<file path="src/rtl/sn74hc165_pkg.sv">
// ============================================================================
// sn74hc165_pkg : shared scan-FSM state encoding and default timing constants
// Revision      : 1.0 - initial release
// ============================================================================
`default_nettype none

package sn74hc165_pkg;

  localparam int unsigned C_DEF_CLK_DIV     = 6;
  localparam int unsigned C_DEF_SCAN_PERIOD = 12000;

  typedef enum logic [2:0] {
    ST_IDLE   = 3'd0,
    ST_LOAD   = 3'd1,
    ST_SETTLE = 3'd2,
    ST_SHIFT  = 3'd3,
    ST_DONE   = 3'd4
  } state_t;

endpackage

`default_nettype wire

</file>
<file path="src/rtl/sn74hc165_reader_if.sv">
// ============================================================================
// sn74hc165_reader_if : device pins plus key-vector outputs of the reader
// Revision            : 1.0 - initial release
// ============================================================================
`default_nettype none

interface sn74hc165_reader_if #(
  parameter int unsigned NBITS = 8
);
  logic             SN74HC165_data;
  logic             SN74HC165_load_n;
  logic             SN74HC165_clk;
  logic [NBITS-1:0] o_keys;
  logic [NBITS-1:0] o_press_pulse;
  logic [NBITS-1:0] o_release_pulse;
  logic             o_valid;

  modport master (
    input  SN74HC165_data,
    output SN74HC165_load_n, SN74HC165_clk,
    output o_keys, o_press_pulse, o_release_pulse, o_valid
  );

  modport slave (
    output SN74HC165_data,
    input  SN74HC165_load_n, SN74HC165_clk,
    input  o_keys, o_press_pulse, o_release_pulse, o_valid
  );
endinterface

`default_nettype wire

</file>
<file path="src/rtl/sn74hc165_reader_key_debounce.sv">
// ============================================================================
// key_debounce : per-key scan-count filter with press/release pulses
//                (built only when SN74HC165_DEBOUNCE_EN is defined)
// Revision     : 1.0 - initial release
// ============================================================================
`default_nettype none

`ifdef SN74HC165_DEBOUNCE_EN
module key_debounce #(
  parameter int unsigned DEBOUNCE_SCANS = 10
) (
  input  wire logic clk,
  input  wire logic rst_n,
  input  wire logic sample_i,
  input  wire logic bit_i,
  output logic      stable_o,
  output logic      press_o,
  output logic      release_o
);
  localparam int unsigned      CNT_W    = $clog2(DEBOUNCE_SCANS + 1);
  localparam logic [CNT_W-1:0] CNT_FLIP = CNT_W'(DEBOUNCE_SCANS - 1);

  logic [CNT_W-1:0] cnt_q, cnt_d;
  logic             stable_q, stable_d;
  logic             press_q, press_d;
  logic             release_q, release_d;

  always_comb begin
    cnt_d     = cnt_q;
    stable_d  = stable_q;
    press_d   = 1'b0;
    release_d = 1'b0;
    if (sample_i) begin
      if (bit_i == stable_q) begin
        cnt_d = '0;
      end else if (cnt_q >= CNT_FLIP) begin
        // This scan is the DEBOUNCE_SCANS-th consecutive disagreement
        cnt_d     = '0;
        stable_d  = bit_i;
        press_d   = bit_i;
        release_d = ~bit_i;
      end else begin
        cnt_d = cnt_q + 1'b1;
      end
    end
  end

  always_ff @(posedge clk or negedge rst_n) begin
    if (!rst_n) begin
      cnt_q     <= '0;
      stable_q  <= 1'b0;
      press_q   <= 1'b0;
      release_q <= 1'b0;
    end else begin
      cnt_q     <= cnt_d;
      stable_q  <= stable_d;
      press_q   <= press_d;
      release_q <= release_d;
    end
  end

  assign stable_o  = stable_q;
  assign press_o   = press_q;
  assign release_o = release_q;
endmodule
`endif

`default_nettype wire

</file>
<file path="src/rtl/sn74hc165_reader.sv">
// ============================================================================
// sn74hc165_reader : periodic SN74HC165 scanner producing key levels/pulses
//                    optional filter: define SN74HC165_DEBOUNCE_EN
// Revision         : 1.0 - initial release
// ============================================================================
`default_nettype none

module sn74hc165_reader
  import sn74hc165_pkg::*;
#(
  parameter int unsigned CLK_DIV        = C_DEF_CLK_DIV,
  parameter int unsigned SCAN_PERIOD    = C_DEF_SCAN_PERIOD,
  parameter int unsigned NBITS          = 8,
  parameter int unsigned ACTIVE_LOW     = 1,
  parameter int unsigned DEBOUNCE_SCANS = 10
) (
  input  wire logic          clk,
  input  wire logic          rst_n,
  sn74hc165_reader_if.master bus
);
  localparam int unsigned CNT_W = $clog2(2 * CLK_DIV);
  localparam int unsigned BIT_W = (NBITS > 1) ? $clog2(NBITS) : 1;
  localparam int unsigned TMR_W = (SCAN_PERIOD > 1) ? $clog2(SCAN_PERIOD) : 1;

  localparam logic [CNT_W-1:0] CNT_DIV_LAST  = CNT_W'(CLK_DIV - 1);
  localparam logic [CNT_W-1:0] CNT_SLOT_LAST = CNT_W'(2 * CLK_DIV - 1);
  localparam logic [BIT_W-1:0] BIT_LAST      = BIT_W'(NBITS - 1);
  localparam logic [TMR_W-1:0] TMR_LAST      = TMR_W'(SCAN_PERIOD - 1);

  if (CLK_DIV < 1 || NBITS < 1 || DEBOUNCE_SCANS < 1 ||
      SCAN_PERIOD <= 2 * CLK_DIV * (NBITS + 1) + 2) begin : g_param_check
    $error("sn74hc165_reader: illegal parameter combination");
  end

  state_t           state_q, state_d;
  logic [CNT_W-1:0] cnt_q, cnt_d;
  logic [BIT_W-1:0] bit_q, bit_d;
  logic [TMR_W-1:0] timer_q;
  logic             tick_q;
  logic             load_n_q, load_n_d;
  logic             sck_q, sck_d;
  logic             valid_q, valid_d;
  logic [NBITS-1:0] raw_q;
  logic [BIT_W-1:0] raw_idx;
  logic             sample_now;
  logic [NBITS-1:0] cur;
  logic [NBITS-1:0] keys, press, release_p;

  // Tick is registered so the first scan begins SCAN_PERIOD cycles after reset
  always_ff @(posedge clk or negedge rst_n) begin
    if (!rst_n) begin
      timer_q <= '0;
      tick_q  <= 1'b0;
    end else begin
      timer_q <= (timer_q == TMR_LAST) ? '0 : timer_q + 1'b1;
      tick_q  <= (timer_q == TMR_LAST);
    end
  end

  always_ff @(posedge clk or negedge rst_n) begin
    if (!rst_n) begin
      state_q <= ST_IDLE;
      cnt_q   <= '0;
      bit_q   <= '0;
    end else begin
      state_q <= state_d;
      cnt_q   <= cnt_d;
      bit_q   <= bit_d;
    end
  end

  always_comb begin
    state_d = state_q;
    cnt_d   = cnt_q;
    bit_d   = bit_q;
    case (state_q)
      ST_IDLE: begin
        if (tick_q) begin
          state_d = ST_LOAD;
          cnt_d   = '0;
        end
      end
      ST_LOAD: begin
        if (cnt_q == CNT_DIV_LAST) begin
          state_d = ST_SETTLE;
          cnt_d   = '0;
        end else begin
          cnt_d = cnt_q + 1'b1;
        end
      end
      ST_SETTLE: begin
        if (cnt_q == CNT_DIV_LAST) begin
          state_d = ST_SHIFT;
          cnt_d   = '0;
          bit_d   = '0;
        end else begin
          cnt_d = cnt_q + 1'b1;
        end
      end
      ST_SHIFT: begin
        if (cnt_q == CNT_SLOT_LAST) begin
          cnt_d = '0;
          if (bit_q == BIT_LAST) begin
            state_d = ST_DONE;
          end else begin
            bit_d = bit_q + 1'b1;
          end
        end else begin
          cnt_d = cnt_q + 1'b1;
        end
      end
      ST_DONE: state_d = ST_IDLE;
      default: state_d = ST_IDLE;
    endcase
  end

  // Pin values are derived from the next state so the pins are flops aligned with state_q
  always_comb begin
    load_n_d = (state_d != ST_LOAD);
    sck_d    = (state_d == ST_SHIFT) && (cnt_d > CNT_DIV_LAST) && (bit_d != BIT_LAST);
    valid_d  = (state_d == ST_DONE);
  end

  assign sample_now = (state_q == ST_SHIFT) && (cnt_q == CNT_DIV_LAST);
  assign raw_idx    = BIT_LAST - bit_q;
  assign cur        = (ACTIVE_LOW != 0) ? ~raw_q : raw_q;

  always_ff @(posedge clk or negedge rst_n) begin
    if (!rst_n) begin
      load_n_q <= 1'b1;
      sck_q    <= 1'b0;
      valid_q  <= 1'b0;
      raw_q    <= '0;
    end else begin
      load_n_q <= load_n_d;
      sck_q    <= sck_d;
      valid_q  <= valid_d;
      if (sample_now) begin
        raw_q[raw_idx] <= bus.SN74HC165_data;
      end
    end
  end

`ifdef SN74HC165_DEBOUNCE_EN
  logic [NBITS-1:0] cur_q;

  always_ff @(posedge clk or negedge rst_n) begin
    if (!rst_n) begin
      cur_q <= '0;
    end else if (valid_d) begin
      cur_q <= cur;
    end
  end

  for (genvar i = 0; i < NBITS; i++) begin : g_debounce
    key_debounce #(
      .DEBOUNCE_SCANS(DEBOUNCE_SCANS)
    ) u_key_debounce (
      .clk      (clk),
      .rst_n    (rst_n),
      .sample_i (valid_q),
      .bit_i    (cur_q[i]),
      .stable_o (keys[i]),
      .press_o  (press[i]),
      .release_o(release_p[i])
    );
  end
`else
  logic [NBITS-1:0] keys_q, press_q, release_q;

  // Keys update on the edge into DONE, so they coincide with o_valid
  always_ff @(posedge clk or negedge rst_n) begin
    if (!rst_n) begin
      keys_q    <= '0;
      press_q   <= '0;
      release_q <= '0;
    end else begin
      press_q   <= valid_d ? (cur & ~keys_q) : '0;
      release_q <= valid_d ? (~cur & keys_q) : '0;
      if (valid_d) begin
        keys_q <= cur;
      end
    end
  end

  assign keys      = keys_q;
  assign press     = press_q;
  assign release_p = release_q;
`endif

  assign bus.SN74HC165_load_n = load_n_q;
  assign bus.SN74HC165_clk    = sck_q;
  assign bus.o_valid          = valid_q;
  assign bus.o_keys           = keys;
  assign bus.o_press_pulse    = press;
  assign bus.o_release_pulse  = release_p;

endmodule

`default_nettype wire
</file>
<file path="src/flat_wrapper.sv">
// flat-port wrapper written by rule: the top's interface ports become plain ports
module sn74hc165_reader_flat import sn74hc165_pkg::*;
#(
  parameter int unsigned CLK_DIV        = C_DEF_CLK_DIV,
  parameter int unsigned SCAN_PERIOD    = C_DEF_SCAN_PERIOD,
  parameter int unsigned NBITS          = 8,
  parameter int unsigned ACTIVE_LOW     = 1,
  parameter int unsigned DEBOUNCE_SCANS = 10
)
  (clk, rst_n, bus_SN74HC165_data, bus_SN74HC165_load_n, bus_SN74HC165_clk, bus_o_keys, bus_o_press_pulse, bus_o_release_pulse, bus_o_valid);
  sn74hc165_reader_if #(.NBITS(NBITS)) bus_i ();
  input  wire logic clk;
  input  wire logic rst_n;
  input wire logic [$bits(bus_i.SN74HC165_data)-1:0] bus_SN74HC165_data;
  output wire logic [$bits(bus_i.SN74HC165_load_n)-1:0] bus_SN74HC165_load_n;
  output wire logic [$bits(bus_i.SN74HC165_clk)-1:0] bus_SN74HC165_clk;
  output wire logic [$bits(bus_i.o_keys)-1:0] bus_o_keys;
  output wire logic [$bits(bus_i.o_press_pulse)-1:0] bus_o_press_pulse;
  output wire logic [$bits(bus_i.o_release_pulse)-1:0] bus_o_release_pulse;
  output wire logic [$bits(bus_i.o_valid)-1:0] bus_o_valid;
  assign bus_i.SN74HC165_data = bus_SN74HC165_data;
  assign bus_SN74HC165_load_n = bus_i.SN74HC165_load_n;
  assign bus_SN74HC165_clk = bus_i.SN74HC165_clk;
  assign bus_o_keys = bus_i.o_keys;
  assign bus_o_press_pulse = bus_i.o_press_pulse;
  assign bus_o_release_pulse = bus_i.o_release_pulse;
  assign bus_o_valid = bus_i.o_valid;
  sn74hc165_reader #(.CLK_DIV(CLK_DIV), .SCAN_PERIOD(SCAN_PERIOD), .NBITS(NBITS), .ACTIVE_LOW(ACTIVE_LOW), .DEBOUNCE_SCANS(DEBOUNCE_SCANS)) u_core (.clk(clk), .rst_n(rst_n), .bus(bus_i));
endmodule
</file>
<file path="config.mk">
export PLATFORM = sky130hd
export DESIGN_NAME = sn74hc165_reader_flat
export DESIGN_NICKNAME = d
export VERILOG_FILES = /design/src/rtl/sn74hc165_pkg.sv /design/src/rtl/sn74hc165_reader_if.sv /design/src/rtl/sn74hc165_reader_key_debounce.sv /design/src/rtl/sn74hc165_reader.sv /design/src/flat_wrapper.sv
export SDC_FILE = /design/constraint.sdc
export NUM_CORES = 1
export LEC_CHECK = 0
export ABC_AREA = 1
export CAP_MARGIN = 20
export CELL_PAD_IN_SITES_DETAIL_PLACEMENT = 0
export CELL_PAD_IN_SITES_GLOBAL_PLACEMENT = 1
export CORE_AREA = 5 5 82 84
export CTS_CLUSTER_DIAMETER = 60
export CTS_CLUSTER_SIZE = 16
export DETAILED_ROUTE_END_ITERATION = 8
export DIE_AREA = 0 0 87 89
export PLACE_DENSITY = 0.9
export SETUP_SLACK_MARGIN = 0.4
export SYNTH_ARGS = -nofsm -noshare
export SYNTH_HDL_FRONTEND = slang
export SYNTH_SLANG_ARGS = --single-unit
</file>
<file path="constraint.sdc">
create_clock -name clk -period 4.05 [get_ports clk]
set_clock_uncertainty 0.1 [all_clocks]
set_input_delay 0.81 -clock clk [delete_from_list [all_inputs] [get_ports clk]]
set_output_delay 0.81 -clock clk [all_outputs]
set_load 0.05 [all_outputs]
</file>
== Yosys cells after proc, flatten, opt, wreduce, memory -nomap -nowiden ==
Cells that the tools add are included.
Widths: inputs -> output; s select.

* Bits in registers: 60

* Eq/ne operators: 11
* Reductions and logical operators: 6
* Magnitude comparators: 3
* Bitwise gates (word level): 5
* Multiplexer cells: 20
* $add $sub $neg: 4

{| class="wikitable"
|+ Operators by type and width
! cell !! count
|-
| $mux 3 || 8
|-
| $not 8->8 || 3
|-
| $and 8x8->8 || 2
|-
| $mux 8 || 2
|-
| $add 14x1->14 const B || 1
|-
| $eq 14x14->1 const B || 1
|-
| $mux 14 || 1
|-
| $mux 4 || 3
|-
| $pmux 3 s4 || 1
|-
| $pmux 4 s3 || 1
|-
| $eq 3x2->1 const B || 3
|-
| $bwmux 8 || 1
|-
| $eq 3x3->1 const B || 2
|-
| $pmux 3 s2 || 1
|-
| $add 4x1->4 const B || 1
|-
| $eq 4x3->1 const B || 1
|-
| $eq 4x4->1 const B || 1
|-
| $gt 4x3->1 const B || 1
|-
| $logic_and 1x1->1 || 4
|-
| $lt 3x4->1 const B || 1
|-
| $add 3x1->3 const B || 1
|-
| $demux 1 s3 || 1
|-
| $eq 3x1->1 const B || 1
|-
| $ge 3x1->1 const B || 1
|-
| other kinds (6) || 6
|}

== Depth between registers and ports, before layout ==
* Depth in word-level cells: 7
* Mapped depth: 10
* Depth with buffers taken out: 10

== Least setup slack after synthesis ==
No wires, ideal clock.

* Path type: register to output
* Start: register u_core.load_n_q (netlist: u_core.bus.SN74HC165_load_n)
* End: output port bus_SN74HC165_load_n
* Arrival time: 0.656 ns
* Data required time: 3.140 ns
* Path slack: 2.484 ns
* Cell stages (with the launch flop): 1
* Cell sequence: dfstp_2

{| class="wikitable"
|+ RTL lines
! what !! line !! RTL
|-
| start, declared || sn74hc165_reader.sv:40 || <nowiki>logic load_n_q, load_n_d;</nowiki>
|-
| start signal, assigned || sn74hc165_reader.sv:135 || <nowiki>load_n_q <= load_n_d;</nowiki>
|-
| end, declared || flat_wrapper.sv:15 || <nowiki>output wire logic [$bits(bus_i.SN74HC165_load_n)-1:0] bus_SN74HC165_load_n;</nowiki>
|}

No word-level cell between the ends.

== Worst setup path after layout ==
* Start: register u_core.load_n_q (netlist: u_core.bus.SN74HC165_load_n)
* End: output port bus_SN74HC165_load_n

No word-level cell between the ends.

==> flow_summary.ini <==
[run_status]
outcome = complete, no violations

[power_and_ir_drop]
seqPwrFrac_pct = 46.7
leakage_uw = 0.00159
p_total_uw = 1290
combinationalPowerShare_pct = 1.2
p_int_uw = 1040
ir_drop_mv = 0.165
swShare_pct = 18.8
clkPwrFrac_pct = 52.0
p_switching_uw = 242
p_per_area_nw_per_um2 = 399

[drt]
drtPass1Iterations = 4
vias = 1905
vias_per_cell = 4.80
drt-total-wl_um = 4740
drt_iter0_markers = 62
route.detailed.drc = 0
drtAntennaViolNets = 0
wl_per_cell_um = 11.9

[logic_synthesis]
mappedNetlistArea_um2 = 2610
yosys.area.top_type = dfrtp_1
netlist_top_cells_area = dfrtp_1, nand2_1, inv_1
ys_seq_area_share_pct = 57.6
ys_types = 31
synth_top_area_share_pct = 56.6
syn_inst = 278
synth_nets = 285
syn_area_per_cell_um2 = 9.38
synth_edf_count = 0
ys_async_sr_fraction_pct = 100
yosysWarnings = 0
synthFlopType = dfrtp_1
ys_ff_latch = 60

[setup_path]
path_class = flip-flop to output port
critical_path.endpoint = bus_SN74HC165_load_n
reg2reg_from = u_core.cnt_q[0]
worst_r2r_path_depth = 7
reg2reg_setup_slack_ns = 2.30
reg2reg_to = u_core.bus.o_press_pulse[6]
cp_cell_sequence = clkdlybuf4s50_1
critPathTopFamily = buffers and inverters
crit_buf_inv = 1
path_max_fanout = 1
critical_path.startpoint = u_core.bus.SN74HC165_load_n
crit_arrival_ns = 1.63
cp.required_ns = 3.14
crit_slowest_cell = clkdlybuf4s50_1
worst-path-stages = 1
end_kind = output port
max_stage_delay_ns = 0.79
start_kind = flip-flop

[sta]
tightest_slew_ns = 0.923
grt_setup_unrepaired = false
finalHoldViolations = 0
slew_viol_final = 0
fmax_mhz = 393
finalCritPeriodShare_pct = 62.8
period_minus_slack_ns = 2.54
relSlewSlack_pct = 38.5
fin_tns_setup_ns = 0
setup_viol = 0

[finish]
final_cell_mix = dfrtp_1, nand2_1, inv_1, nor2_1, clkdlybuf4s50_1
area_growth_pct = 23.5
finalInstanceArea_um2 = 3220
fillers = 506
layout.nets = 324
antennaDiodeCount = 0
multi_input_area_um2 = 942
seqCellArea_um2 = 1500
mostFrequentLayoutCell = dfrtp_1
drive_gt1_share_pct = 11.8

[die]
die_height_um = 89
fp-row-count = 28
start_util_pct = 44.6
core_um2 = 5850
boundaryPins = 30
fp.dieArea_um2 = 7740
die_w_um = 87

[clock_network]
cts_sinks = 60
clk_pin_slew_ns = 0.06
cts_made_buffers = 9
cts-resized-gates = 0
cts_setup_buffers = 0
clock_path_buffers = 2
clk_latency_ns = 0.34
h-tree-depth = 3
cts_hold_buf = 0
cts.root.buffer_cell = clkbuf_8
cts_tree = done

[grt]
grt_pass1_wl_um = 8400
track_usage_pct = 14.2
grt_start_max_net_pins = 43
antenna_found_initial = 0
first_global_vias = 1849
grt.overflow.total = 0

[placed_design]
place.gp.congestion = 0.768
dpl_cell_area_um2 = 2970
place_hpwl_um = 3370
numPortBuffers = 29

[worst_hold_path]
hold_path_class = flip-flop to flip-flop

[flow_run]
drv_cap = 0
-- worst min path at each step --
stage                     slack [ns]  depth (start not counted)                 start                          end
after floorplan                 0.30                          1         u_core.tick_q  u_core.bus.SN74HC165_load_n
after global placement          0.33                          1  u_core.bus.o_keys[5]  u_core.bus.o_press_pulse[5]
after detailed placement        0.35                          1  u_core.bus.o_keys[5]  u_core.bus.o_press_pulse[5]
after CTS                       0.36                          1     u_core.timer_q[0]            u_core.timer_q[0]
after global routing            0.38                          1  u_core.bus.o_keys[5]  u_core.bus.o_press_pulse[5]
final                           0.36                          1         u_core.tick_q  u_core.bus.SN74HC165_load_n
-- per-stage QoR --
step / cells / utilization [%] / hold slack [ns] / setup slack [ns]
after floorplan: 278 / - / 0.297 / 2.48
after global routing: 397 / 55.1 / 0.383 / 1.46
after CTS: 397 / 55.1 / 0.361 / 1.48
after detailed placement: 381 / 50.8 / 0.352 / 1.86
final: 397 / 55.1 / 0.356 / 1.51
after global placement: 381 / 50.8 / 0.334 / 1.85
-- cell usage after synthesis, types with 3 or more instances --
| library cell | number |
|---|---|
| a21oi_1 | 10 |
| a31oi_1 | 3 |
| dfrtp_1 | 59 |
| ha_1 | 4 |
| inv_1 | 33 |
| inv_2 | 3 |
| nand2_1 | 57 |
| nand3_1 | 20 |
| nand4_1 | 4 |
| nor2_1 | 29 |
| nor2_2 | 7 |
| nor3_1 | 8 |
| o21ai_0 | 10 |
| o21ai_1 | 7 |
| xor2_1 | 5 |
-- power by group through the flow --
stage,Combinational [µW],Clock [µW],Sequential (µW)
floorplan,1.82,0,612
global placement,16.9,0,612
detailed placement,17.1,0,612
CTS,17.1,684,601
global route,19.3,708,601
finish,16.0,670,601
-- layer usage --
layer / track usage, % / wire length (µm) / part of all wire (%)
met1: 18.5 / 2270 / 48
met2: 21.3 / 2160 / 46
met3: 3.69 / 188 / 4.0
met4: 8.50 / 121 / 2.6
met5: 0 / 0 / 0
-- registers in the layout, summed over array words and instances, names as in the netlist --
register                     flops
u_core.bus.SN74HC165_load_n      1
u_core.cnt_q                     4
u_core.raw_q                     8
u_core.bus.SN74HC165_clk         1
u_core.timer_q                  14
u_core.tick_q                    1
u_core.bus.o_release_pulse       8
u_core.bus.o_keys                8
u_core.bit_q                     3
u_core.bus.o_press_pulse         8
u_core.state_q                   3
u_core.bus.o_valid               1
-- final cells by class --
class	instances	share of cell area [%]
clock buffers	12	4.81
clock inverters	4	2.95
inverters	37	4.39
multi-input cells	179	29.2
flip-flops and latches	60	46.6
well taps	75	2.91
repair buffers	30	9.08
-- kinds of logic after synthesis --
family	synth area share, %
AOI/OAI and AO/OA	6.81
xor gates and xnor gates	2.01
adders and majority gates	1.92
buffers and inverters	6.28
DFF	57.6
and+or+nand+nor	25.4
(Power assumes the default switching activity.)
